[config.mk]
export PLATFORM = sky130hd
export DESIGN_NAME = dice_roll_scheduler
export DESIGN_NICKNAME = d
export VERILOG_FILES = /design/src/rtl/dice_pkg.sv /design/src/rtl/rr_arbiter.sv /design/src/rtl/dice_roll_scheduler.sv
export SDC_FILE = /design/constraint.sdc
export NUM_CORES = 1
export LEC_CHECK = 0
export CELL_PAD_IN_SITES_DETAIL_PLACEMENT = 0
export CELL_PAD_IN_SITES_GLOBAL_PLACEMENT = 2
export CORE_UTILIZATION = 36
export CTS_CLUSTER_SIZE = 28
export DETAILED_ROUTE_END_ITERATION = 8
export DONT_BUFFER_PORTS = 1
export PLACE_DENSITY = 0.75
export SKIP_CTS_REPAIR_TIMING = 1
export SLEW_MARGIN = 20
export SYNTH_ARGS = -nofsm -noshare
export SYNTH_HDL_FRONTEND = slang
export SYNTH_SLANG_ARGS = --single-unit
export TNS_END_PERCENT = 20
[constraint.sdc]
create_clock -name clk -period 1.99 [get_ports clk]
set_input_delay 0.2985 -clock clk [delete_from_list [all_inputs] [get_ports clk]]
set_output_delay 0.2985 -clock clk [all_outputs]
set_load 0.01 [all_outputs]
[src/rtl/dice_pkg.sv]
// Shared types and the random-value-to-face mapping for the dice roll scheduler.
package dice_pkg;

    typedef enum logic [1:0] {
        StIdle,
        StRoll,
        StDone
    } state_t;

    typedef logic [2:0] face_t;

    localparam face_t FACE_MIN = 3'd1;
    localparam face_t FACE_MAX = 3'd6;

    // Out-of-range generator values (6, 7) fold onto the lowest face.
    function automatic face_t to_face(input logic [2:0] rnd);
        if (rnd >= FACE_MAX) begin
            return FACE_MIN;
        end
        return rnd + FACE_MIN;
    endfunction

endpackage

[src/rtl/rr_arbiter.sv]
// Combinational round-robin picker: first set request at or after ptr, wrapping to 0.
module rr_arbiter #(
    parameter int unsigned N_PLAYERS = 2,
    localparam int unsigned PW = $clog2(N_PLAYERS)
) (
    input  logic                 en,
    input  logic [N_PLAYERS-1:0] req,
    input  logic [PW-1:0]        ptr,
    output logic [N_PLAYERS-1:0] gnt,
    output logic [PW-1:0]        idx,
    output logic                 valid
);

    always_comb begin
        int unsigned j;
        gnt   = '0;
        idx   = '0;
        valid = 1'b0;
        j     = 0;
        for (int unsigned i = 0; i < N_PLAYERS; i++) begin
            j = (32'(ptr) + i) % N_PLAYERS;
            if (en && !valid && req[j]) begin
                valid  = 1'b1;
                gnt[j] = 1'b1;
                idx    = PW'(j);
            end
        end
    end

endmodule

[src/rtl/dice_roll_scheduler.sv]
// Round-robin dice roll scheduler: grants one player, animates, captures and holds a face.
// Define DICE_ANIM_EN for the multi-cycle animated roll; otherwise the roll lasts one cycle.
module dice_roll_scheduler #(
    parameter int unsigned N_PLAYERS   = 2,
    parameter int unsigned ROLL_CYCLES = 16,
    localparam int unsigned PW = $clog2(N_PLAYERS)
) (
    input  logic                 clk,
    input  logic                 rst,
    input  logic [N_PLAYERS-1:0] req,
    input  logic [2:0]           rnd_in,
    input  logic                 res_ack,
    output logic [N_PLAYERS-1:0] gnt,
    output logic                 busy,
    output logic [2:0]           anim_face,
    output logic                 res_valid,
    output logic [2:0]           res_face,
    output logic [PW-1:0]        res_player
);

    import dice_pkg::*;

    if (N_PLAYERS < 2 || N_PLAYERS > 8 || ROLL_CYCLES == 0) begin : g_bad_params
        $error("dice_roll_scheduler: illegal N_PLAYERS or ROLL_CYCLES");
    end

    state_t                 state_q, state_d;
    logic [PW-1:0]          ptr_q, ptr_d;
    logic [N_PLAYERS-1:0]   gnt_q, gnt_d;
    logic                   busy_q, busy_d;
    logic                   res_valid_q, res_valid_d;
    face_t                  res_face_q, res_face_d;
    logic [PW-1:0]          res_player_q, res_player_d;

    logic [N_PLAYERS-1:0]   arb_gnt;
    logic [PW-1:0]          arb_idx;
    logic                   arb_valid;

`ifdef DICE_ANIM_EN
    localparam int unsigned CntW = (ROLL_CYCLES > 1) ? $clog2(ROLL_CYCLES) : 1;

    logic [CntW-1:0]        cnt_q, cnt_d;
    face_t                  anim_q, anim_d;
`endif

    rr_arbiter #(
        .N_PLAYERS (N_PLAYERS)
    ) u_arb (
        .en    (state_q == StIdle),
        .req   (req),
        .ptr   (ptr_q),
        .gnt   (arb_gnt),
        .idx   (arb_idx),
        .valid (arb_valid)
    );

    always_comb begin
        state_d      = state_q;
        ptr_d        = ptr_q;
        gnt_d        = gnt_q;
        busy_d       = busy_q;
        res_valid_d  = res_valid_q;
        res_face_d   = res_face_q;
        res_player_d = res_player_q;
`ifdef DICE_ANIM_EN
        cnt_d        = cnt_q;
        anim_d       = anim_q;
`endif
        case (state_q)
            StIdle: begin
                if (arb_valid) begin
                    gnt_d        = arb_gnt;
                    res_player_d = arb_idx;
                    busy_d       = 1'b1;
`ifdef DICE_ANIM_EN
                    cnt_d        = CntW'(ROLL_CYCLES - 1);
`endif
                    state_d      = StRoll;
                end
            end
            StRoll: begin
`ifdef DICE_ANIM_EN
                anim_d = to_face(rnd_in);
                if (cnt_q != '0) begin
                    cnt_d = cnt_q - CntW'(1);
                end else begin
                    res_face_d  = to_face(rnd_in);
                    res_valid_d = 1'b1;
                    anim_d      = '0;
                    state_d     = StDone;
                end
`else
                res_face_d  = to_face(rnd_in);
                res_valid_d = 1'b1;
                state_d     = StDone;
`endif
            end
            StDone: begin
                if (res_ack) begin
                    res_valid_d = 1'b0;
                    gnt_d       = '0;
                    busy_d      = 1'b0;
                    ptr_d       = (res_player_q == PW'(N_PLAYERS - 1)) ? '0
                                                                      : res_player_q + PW'(1);
                    state_d     = StIdle;
                end
            end
            default: state_d = StIdle;
        endcase
    end

    always_ff @(posedge clk or posedge rst) begin
        if (rst) begin
            state_q      <= StIdle;
            ptr_q        <= '0;
            gnt_q        <= '0;
            busy_q       <= 1'b0;
            res_valid_q  <= 1'b0;
            res_face_q   <= '0;
            res_player_q <= '0;
        end else begin
            state_q      <= state_d;
            ptr_q        <= ptr_d;
            gnt_q        <= gnt_d;
            busy_q       <= busy_d;
            res_valid_q  <= res_valid_d;
            res_face_q   <= res_face_d;
            res_player_q <= res_player_d;
        end
    end

`ifdef DICE_ANIM_EN
    always_ff @(posedge clk or posedge rst) begin
        if (rst) begin
            cnt_q  <= '0;
            anim_q <= '0;
        end else begin
            cnt_q  <= cnt_d;
            anim_q <= anim_d;
        end
    end

    assign anim_face = anim_q;
`else
    assign anim_face = '0;
`endif

    assign gnt        = gnt_q;
    assign busy       = busy_q;
    assign res_valid  = res_valid_q;
    assign res_face   = res_face_q;
    assign res_player = res_player_q;

endmodule

# Word-level counts from Yosys, hierarchy flattened
# Index checks and enable logic that the tools add are counted.
dict set report op_classes {
  mux 28
  eq_ne 4
  addsub 3
  bitwise_logic 1
  magnitude_cmp 5
  n_reduce_logical 14
}
# operator count
set op_table {}
lappend op_table {{two-way mux 1 bit} 15}
lappend op_table {{two-way mux 2 bit} 5}
lappend op_table {{AND reduction 2 bit} 4}
lappend op_table {{two-way mux 3 bit} 2}
lappend op_table {{case mux 2 bit (3 select lines)} 1}
lappend op_table {{logical AND 1 bit} 5}
lappend op_table {{less-than comparator 1 x 2 -> 1 bit (second input constant)} 2}
lappend op_table {{inequality test 2 bit (second input constant)} 2}
lappend op_table {{case mux 1 bit (2 select lines)} 2}
lappend op_table {{case mux 2 bit (2 select lines)} 1}
lappend op_table {{nonzero test 2 bit} 2}
lappend op_table {{adder 3 x 1 -> 3 bit (second input constant)} 1}
lappend op_table {{>= comparator 3 bit (second input constant)} 1}
lappend op_table {{AND reduction 3 bit} 1}
lappend op_table {{adder 1 bit (second input constant)} 2}
lappend op_table {{demux 1 bit (select 1 bit)} 2}
lappend op_table {{== test 2 x 1 -> 1 bit (second input constant)} 1}
lappend op_table {{== test 2 bit (second input constant)} 1}
lappend op_table {{>= comparator 1 bit (second input constant)} 2}
lappend op_table {{logical NOT 2 bit} 1}
lappend op_table {{OR 2 bit} 1}
lappend op_table {{logical NOT 1 bit} 1}
dict set report totals {
  reg_bits 11
  output_inout_bits 11
  word_cells 62
}

# Longest topological paths before layout
# Gate-level depths: netlist of the first run.
dict set report logic_depth {
  word_depth 10
  ltp_mapped 5
  ltp_nobuf 5
}

# Hierarchy
# A second synthesis of the first run with hierarchy kept.
dict set report hier_totals {
  hier_cells 56
  hier_area_um2 551.8
}
# module instances cells_each seq_area_each_um2 area_each_um2
set modules_own_cells {}
lappend modules_own_cells {dice_roll_scheduler 1 49 275.3 518.0}
lappend modules_own_cells {rr_arbiter 1 7 0.0 33.8}

# Least setup slack after synthesis of the first run
# No wires, ideal clock.
dict set report synth_path {
  path_kind {input port to flip-flop}
  start {input port rnd_in[0]}
  end {register res_face_q[0], in the netlist res_face[0]}
  t_arrival_ns 0.938
  path_slack_ns 0.934
  cell_stages 5
  n_path_buf 0
  setup_time_ns 0.118
  cell_sequence {inv_1 > ha_1 > o21ai_0 > a21oi_1 > a21o_1}
}
dict set report synth_via {
  elab_chain_cells 4
  word_cells_on_any_way 5
}
# element line_no
set synth_lines {}
lappend synth_lines {{start: declaration} dice_roll_scheduler.sv:11} ;# input logic [2:0] rnd_in,
lappend synth_lines {{>= comparator 3 bit} dice_pkg.sv:17} ;# if (rnd >= FACE_MAX) begin
lappend synth_lines {{two-way mux 1 bit} dice_pkg.sv:17}
lappend synth_lines {{two-way mux 1 bit} dice_roll_scheduler.sv:69} ;# case (state_q)
lappend synth_lines {{two-way mux 3 bit *} dice_pkg.sv:20} ;# return rnd + FACE_MIN;
lappend synth_lines {{end signal: assignment} dice_roll_scheduler.sv:127} ;# res_face_q <= res_face_d;
lappend synth_lines {{end: declaration} dice_roll_scheduler.sv:32} ;# face_t res_face_q, res_face_d;
# Mark *: on every way between the ends. The rest lies on a longest branch, timed or not. The select of a mux whose other input is x is not followed.
# A chain may end at the register's enable or synchronous reset.

# Worst setup path after layout of the first run
dict set report layout_path {
  start {register state_q[1]}
  end {register res_face_q[1], in the netlist res_face[1]}
}
dict set report layout_via {
  elab_chain_cells 1
}
# element line_no
set layout_lines {}
lappend layout_lines {{start: declaration} dice_roll_scheduler.sv:27} ;# state_t state_q, state_d;
lappend layout_lines {{start signal: assignment} dice_roll_scheduler.sv:114} ;# state_q <= StIdle;
lappend layout_lines {{start signal: assignment} dice_roll_scheduler.sv:122} ;# state_q <= state_d;
lappend layout_lines {{== test 2 x 1 -> 1 bit} dice_roll_scheduler.sv:69}
# Every way passes these cells.

==> PnR_summary.wiki, run 1 <==
{| class="wikitable"
! Metric !! Value
|-
| Result of the run || finished, final reports clean
|-
| Source-to-sink clock delay at the later pin of the worst-skew pair || 0.26 ns
|-
| Startpoint of the lowest-slack register-to-register path || state_q[1]
|-
| Core footprint || ~1500 um^2
|-
| CTS Sinks || 11
|-
| Power spent charging and discharging nets || 0.339 mW
|-
| Number of I/O pins || 19
|-
| RR Endpoint || res_face[1]
|-
| Standard-cell row count || 14
|-
| Internal power || between 0.5 and 0.6 mW
|-
| GR Overflow Total || 0
|-
| Via count of the first global-routing pass || approximately 340
|-
| Routability congestion estimate from global placement || 0.685
|-
| Type of the setup path with the least slack || reg2reg
|-
| Antenna violations before repair || 0
|-
| Total vias in the final route || 389
|-
| Cell-by-cell listing of the critical path || nand2b_4 > nor2_1 > a22o_1
|-
| Maximum buffer depth of the clock tree || 2
|-
| Crit-path leading delay family || flip-flops
|-
| Class of the tightest hold or removal check || in2reg
|-
| CTS H-Tree Depth || 1
|-
| DIE AREA || roughly 1800 um^2
|-
| Worst clock skew on the final layout || 0.00169 ns
|-
| TritonCTS clock tree || built
|-
| Average size of a mapped cell || 9.82 um^2
|-
| Final WL || about 870 um
|-
| Share of the core filled with cells || approximately 40%
|-
| Launching element type of the critical path || flip-flop
|-
| WP buf/inv || 0
|-
| Switching Share || 38.5%
|-
| Crit path largest cell delay || 0.55 ns
|-
| First DRT Iteration DRCs || 9
|-
| Maximum Capacitance Violations || 0
|-
| Critical path capture point type || flip-flop
|-
| Data arrival at the endpoint of the critical path || 1.28 ns
|-
| WL/cell || 11.3 um
|-
| Slowest library cell on the worst path || dfrtp_1
|-
| Number of iterations in the first detailed-routing pass || 4
|-
| Die H || 42.1 um
|-
| Count of antenna-violating nets left after detailed routing || 0
|-
| Number of buffers inserted by port buffering || 0
|-
| Final Hold Violating Endpoints || 0
|-
| Post-synthesis instance area || 579 um^2
|-
| Most frequent standard cell in the layout excluding fill and tap cells || dfrtp_1
|-
| Total inserted antenna cells || 0
|-
| Final setup violation count || 0
|-
| Most frequent cells in the layout || 11 x dfrtp_1, 7 x inv_1, 5 x o21ai_1, 5 x nand2_1
|-
| Nets || 72
|-
| Share of the clock period used by the worst path || a little under three fifths
|-
| Gate Count Post-Synth || 59
|-
| X dimension of the die || 42.1 um
|-
| Detailed-route DRC error count || 0
|-
| Endpoint of the most critical setup path || res_face[1]
|-
| Number of buffers created by CTS || 3
|-
| Root Driver || clkbuf_4
|-
| Total number of cells along the worst setup path || 3
|-
| Sequential Power Share || between 50% and 60%
|-
| Flop and latch count out of synthesis || 11
|-
| Achievable Freq || 885 MHz
|-
| Layout cells sized above 1 || 13.1%
|-
| Starting density of the core || 38.5%
|-
| Clock edge transition at the registers on the reported setup and hold paths || 0.07 ns
|-
| Worst voltage drop across the vdd grid || 0.000562 V
|-
| Wire length of the first global-routing pass || 1540 um
|-
| Minimum clock period || 1.13 ns
|-
| Synth unique cells || 26
|-
| Cells on worst reg2reg path || 3
|-
| Comb power frac || 28.2%
|-
| Setup Total Neg Slack || 0 ns
|-
| Critical path origin || state_q[1]
|-
| Final Max Slew Viols || 0
|-
| LEAKAGE || around 0.29 nW
|-
| Vias per Instance || 5.05
|-
| Post-DP HPWL || approximately 670 um
|-
| Largest net degree at the start of global routing || 12
|-
| Synthesis warning total || 0
|-
| GR Util All Layers || 12.0%
|-
| Post-synthesis sequential area ratio || a little under half
|-
| Slack of the worst reg-to-reg path || 0.86 ns
|-
| Part of the total power dissipated in the clock network || 16.6%
|-
| Power Dens Cells || 1460 nW/um^2
|-
| Synthesis-to-layout area growth || 3.89%
|-
| RSZ-0062 raised after global routing || false
|-
| Data required time of the critical path || 2.14 ns
|-
| Highest fanout seen on the critical path || 10
|}
==> worst min path at each step <==
stage,start,slack [ns],to,depth (start not counted)
after global placement,rst,0.20,res_face[1],1
after CTS,rst,-0.08,res_face[1],1
after detailed placement,rst,0.21,res_face[1],1
final,res_ack,0.12,state_q[1],1
after floorplan,rst,0.15,busy,1
after global routing,res_ack,0.11,state_q[1],1
==> cell type report <==
type                    instances  area [um^2]
repair buffers                  1         10.0
inverters                       7         26.3
flip-flops and latches         11          275
clock buffers                   4         26.3
multi-input cells              38          244
well taps                      16         20.0
fillers                       155          905
==> cell usage after synthesis (all sizes together) <==
cell / number / area [um^2]
a21o: 1 / 7.51
a22o: 1 / 8.76
o21ai: 6 / 30.0
nand2b: 2 / 20.0
nand3: 1 / 5.00
inv: 7 / 26.3
a21oi: 3 / 15.0
ha: 2 / 25.0
a2bb2oi: 1 / 8.76
nor3: 3 / 20.0
nor2b: 1 / 6.26
nand3b: 1 / 7.51
dfrtp: 11 / 275
nand2: 5 / 18.8
conb: 1 / 3.75
mux2i: 1 / 10.0
o22ai: 1 / 12.5
buf: 5 / 41.3
nor2: 4 / 17.5
a21boi: 1 / 7.51
a211oi: 1 / 12.5
==> state kept, by name, summed over array words and instances, names as in the netlist <==
register and count:
gnt 2, state_q 2, res_face 3, busy 1, res_player 1, res_valid 1
ptr_q 1
==> metrics by stage <==
stage          worst slack (ns)  power [mW]  instance area, um^2  instances  hold slack, ns
2_1_floorplan             0.934       0.726                  587         61           0.151
4_1_cts                   0.856       0.895                  592         76         -0.0813
3_3_place_gp              0.837       0.743                  566         72           0.203
6_report                  0.860       0.880                  602         77           0.123
5_1_grt                   0.776       0.968                  602         77           0.107
3_5_place_dp              0.835       0.744                  566         72           0.209
==> power groups by stage <==
| stage | clock (mW) | combinational [mW] | sequential, mW |
|---|---|---|---|
| floorplan | 0 | 0.302 | 0.424 |
| global placement | 0 | 0.251 | 0.492 |
| detailed placement | 0 | 0.250 | 0.494 |
| CTS | 0.155 | 0.251 | 0.489 |
| global route | 0.169 | 0.291 | 0.508 |
| finish | 0.146 | 0.248 | 0.486 |
==> cell families after synthesis <==
group                      Yosys count  synth area share (%)
DFF                                 11                  47.5
muxes                                1                  1.73
buffers and inverters               12                  11.7
and+or+nand+nor                     17                  16.4
other                                1                 0.647
adders and majority gates            2                  4.32
AOI/OAI and AO/OA                   15                  17.7
==> worst reg2reg max path, delay by kind of cell (launching register included) <==
kind,cells,cell delay [ns]
DFF,1,0.55
and+or+nand+nor,2,0.29
AOI/OAI and AO/OA,1,0.19
==> metal layers <==
| metal | routed length (um) | GRT usage [%] | up-vias |
|---|---|---|---|
| met3 | 97 | 9.48 | 0 |
| met1 | 409 | 15.4 | 174 |
| met2 | 366 | 15.3 | 20 |
| met4 | 0 | 3.75 | 0 |
| met5 | 0 | 0 | - |
| li1 | - | - | 195 |
No activity file was read; power rests on OpenSTA's default activity.
==> run 2, diff against run 1 <==
--- a/config.mk
+++ b/config.mk
@@ -7,11 +7,11 @@
 export LEC_CHECK = 0
 export CELL_PAD_IN_SITES_DETAIL_PLACEMENT = 0
 export CELL_PAD_IN_SITES_GLOBAL_PLACEMENT = 2
-export CORE_UTILIZATION = 36
+export CORE_UTILIZATION = 30
 export CTS_CLUSTER_SIZE = 28
 export DETAILED_ROUTE_END_ITERATION = 8
 export DONT_BUFFER_PORTS = 1
-export PLACE_DENSITY = 0.75
+export PLACE_DENSITY = 0.67
 export SKIP_CTS_REPAIR_TIMING = 1
 export SLEW_MARGIN = 20
 export SYNTH_ARGS = -nofsm -noshare
==> constraint.sdc (replaced) <==
create_clock -name clk -period 1 [get_ports clk]
set_input_delay 0.15 -clock clk [delete_from_list [all_inputs] [get_ports clk]]
set_output_delay 0.15 -clock clk [all_outputs]
set_load 0.01 [all_outputs]
==> PnR_summary.wiki, run 2 (synthesized netlist as in run 1, its figures left out) <==
{| class="wikitable"
! Metric !! Value
|-
| Result of the run || finished, final reports clean
|-
| Layout cells sized above 1 || 21.2%
|-
| Post-DP HPWL || 761 um
|-
| Core footprint || around 1800 um^2
|-
| Number of I/O pins || 19
|-
| Highest fanout seen on the critical path || 5
|-
| Slack of the worst reg-to-reg path || around 0.012 ns
|-
| Maximum Capacitance Violations || 0
|-
| GR Util All Layers || 11.7%
|-
| Switching Share || 37.5%
|-
| Comb power frac || 34.3%
|-
| Die H || roughly 46 um
|-
| Largest net degree at the start of global routing || 12
|-
| CTS H-Tree Depth || 1
|-
| Internal power || approximately 1.2 mW
|-
| Detailed-route DRC error count || 0
|-
| Power spent charging and discharging nets || 0.713 mW
|-
| Wire length of the first global-routing pass || 1680 um
|-
| DIE AREA || 2110 um^2
|-
| X dimension of the die || 45.9 um
|-
| Number of buffers created by CTS || 3
|-
| Clock edge transition at the registers on the reported setup and hold paths || 0.07 ns
|-
| Total inserted antenna cells || 0
|-
| Post-route worst setup slack || 0.0117 ns
|-
| Sequential Power Share || 49.8%
|-
| Launching element type of the critical path || flip-flop
|-
| Starting density of the core || ~33%
|-
| Share of the clock period used by the worst path || 98.8%
|-
| Final setup violation count || 0
|-
| Maximum buffer depth of the clock tree || 2
|-
| CTS Sinks || 11
|-
| Number of buffers inserted by port buffering || 0
|-
| Worst voltage drop across the vdd grid || roughly 0.0016 V
|-
| Antenna violations before repair || 0
|-
| Vias per Instance || approximately 4.4
|-
| Data required time of the critical path || about 1.2 ns
|-
| First DRT Iteration DRCs || 0
|-
| LEAKAGE || roughly 0.31 nW
|-
| Via count of the first global-routing pass || 372
|-
| Worst clock skew on the final layout || 0.000246 ns
|-
| Count of antenna-violating nets left after detailed routing || 0
|-
| Power Dens Cells || 2880 nW/um^2
|-
| Final WL || 990 um
|-
| Routability congestion estimate from global placement || 0.731
|-
| Post-route standard cell area excluding fillers || around 660 um^2
|-
| Cell-by-cell listing of the critical path || buf_6 > nor2_2 > nand3_1 > a21boi_1
|-
| Minimum clock period || 0.988 ns
|-
| Data arrival at the endpoint of the critical path || 1.15 ns
|-
| Final Max Slew Viols || 0
|-
| Synthesis-to-layout area growth || 13.8%
|-
| Crit path largest cell delay || approximately 0.44 ns
|-
| Cell Area, Placed || around 610 um^2
|-
| Most frequent standard cell in the layout excluding fill and tap cells || dfrtp_1
|-
| Most frequent cells in the layout || 9 x dfrtp_1, 7 x inv_1, 5 x o21ai_1, 5 x nand2_1
|-
| Worst setup slack after placement || -0.00905 ns
|-
| Root Driver || clkbuf_4
|-
| Non-Filler Instances || slightly above 90
|-
| WL/cell || 10.9 um
|-
| GR Overflow Total || 0
|-
| Source-to-sink clock delay at the later pin of the worst-skew pair || 0.26 ns
|-
| Slowest library cell on the worst path || dfrtp_2
|-
| Part of the total power dissipated in the clock network || between 10% and 20%
|-
| Total vias in the final route || 396
|-
| Final Hold Violating Endpoints || 0
|-
| Number of placed cells counting well taps || 85
|-
| Crit-path leading delay family || flip-flops
|-
| TritonCTS clock tree || built
|-
| Nets || 77
|-
| WP buf/inv || 1
|-
| Critical path capture point type || flip-flop
|-
| Achievable Freq || a little over 1000 MHz
|-
| Max FFs per register || 3
|-
| RSZ-0062 raised after global routing || true
|-
| Number of iterations in the first detailed-routing pass || 1
|-
| Type of the setup path with the least slack || reg2reg
|-
| Standard-cell row count || 15
|-
| Class of the tightest hold or removal check || in2reg
|}
[run 2: cell types whose count changed in the layout (fill, tap and decap cells not counted), sizes merged]
| cell | delta |
|---|---|
| buf | +4 |
| dlygate4sd3 | +1 |
[run 2: final timing paths]
check | endpoint | from | cells after the start
hold reg to reg | ptr_q | ptr_q | 2
min in group asynchronous | res_face[2] | rst | 2
setup reg to reg | res_player | state_q[1] | 4
setup / recovery | res_player | state_q[1] | 4
max in group asynchronous | state_q[1] | rst | 2
hold / removal | gnt[0] | req[0] | 2
[run 2: area by class of cell]
class | instances | area [um^2]
inverter | 7 | 26.3
timing repair buffer | 6 | 53.8
tap | 25 | 31.3
sequential | 11 | 278
multi-input combinational | 38 | 244
clock buffer | 4 | 26.3
fill | 195 | 1100
[run 2: layer usage]
layer	vias up	GRT usage [%]	wire, um
met1	181	15.6	482
li1	203	-	-
met5	-	0	0
met2	12	14.9	430
met3	0	6.75	77
met4	0	5.29	0
[run 2: power groups by stage]
stage / registers (mW) / logic, mW / clock network, mW
finish: 0.946 / 0.652 / 0.303
detailed placement: 0.952 / 0.647 / 0
global placement: 0.950 / 0.642 / 0
CTS: 0.945 / 0.648 / 0.321
floorplan: 0.843 / 0.601 / 0
global route: 0.983 / 0.738 / 0.349
[run 2: stage by stage]
stage	TNS [ns]	util, %	total power, mW	hold WS (ns)
after global placement	0	34.4	1.59	0.0676
after CTS	-0.0473	35.9	1.91	-0.230
after global routing	-0.0132	37.4	2.07	0.0473
after floorplan	0	-	1.44	0.00244
after detailed placement	-0.00905	34.4	1.60	0.0677
final	0	37.4	1.90	0.0533
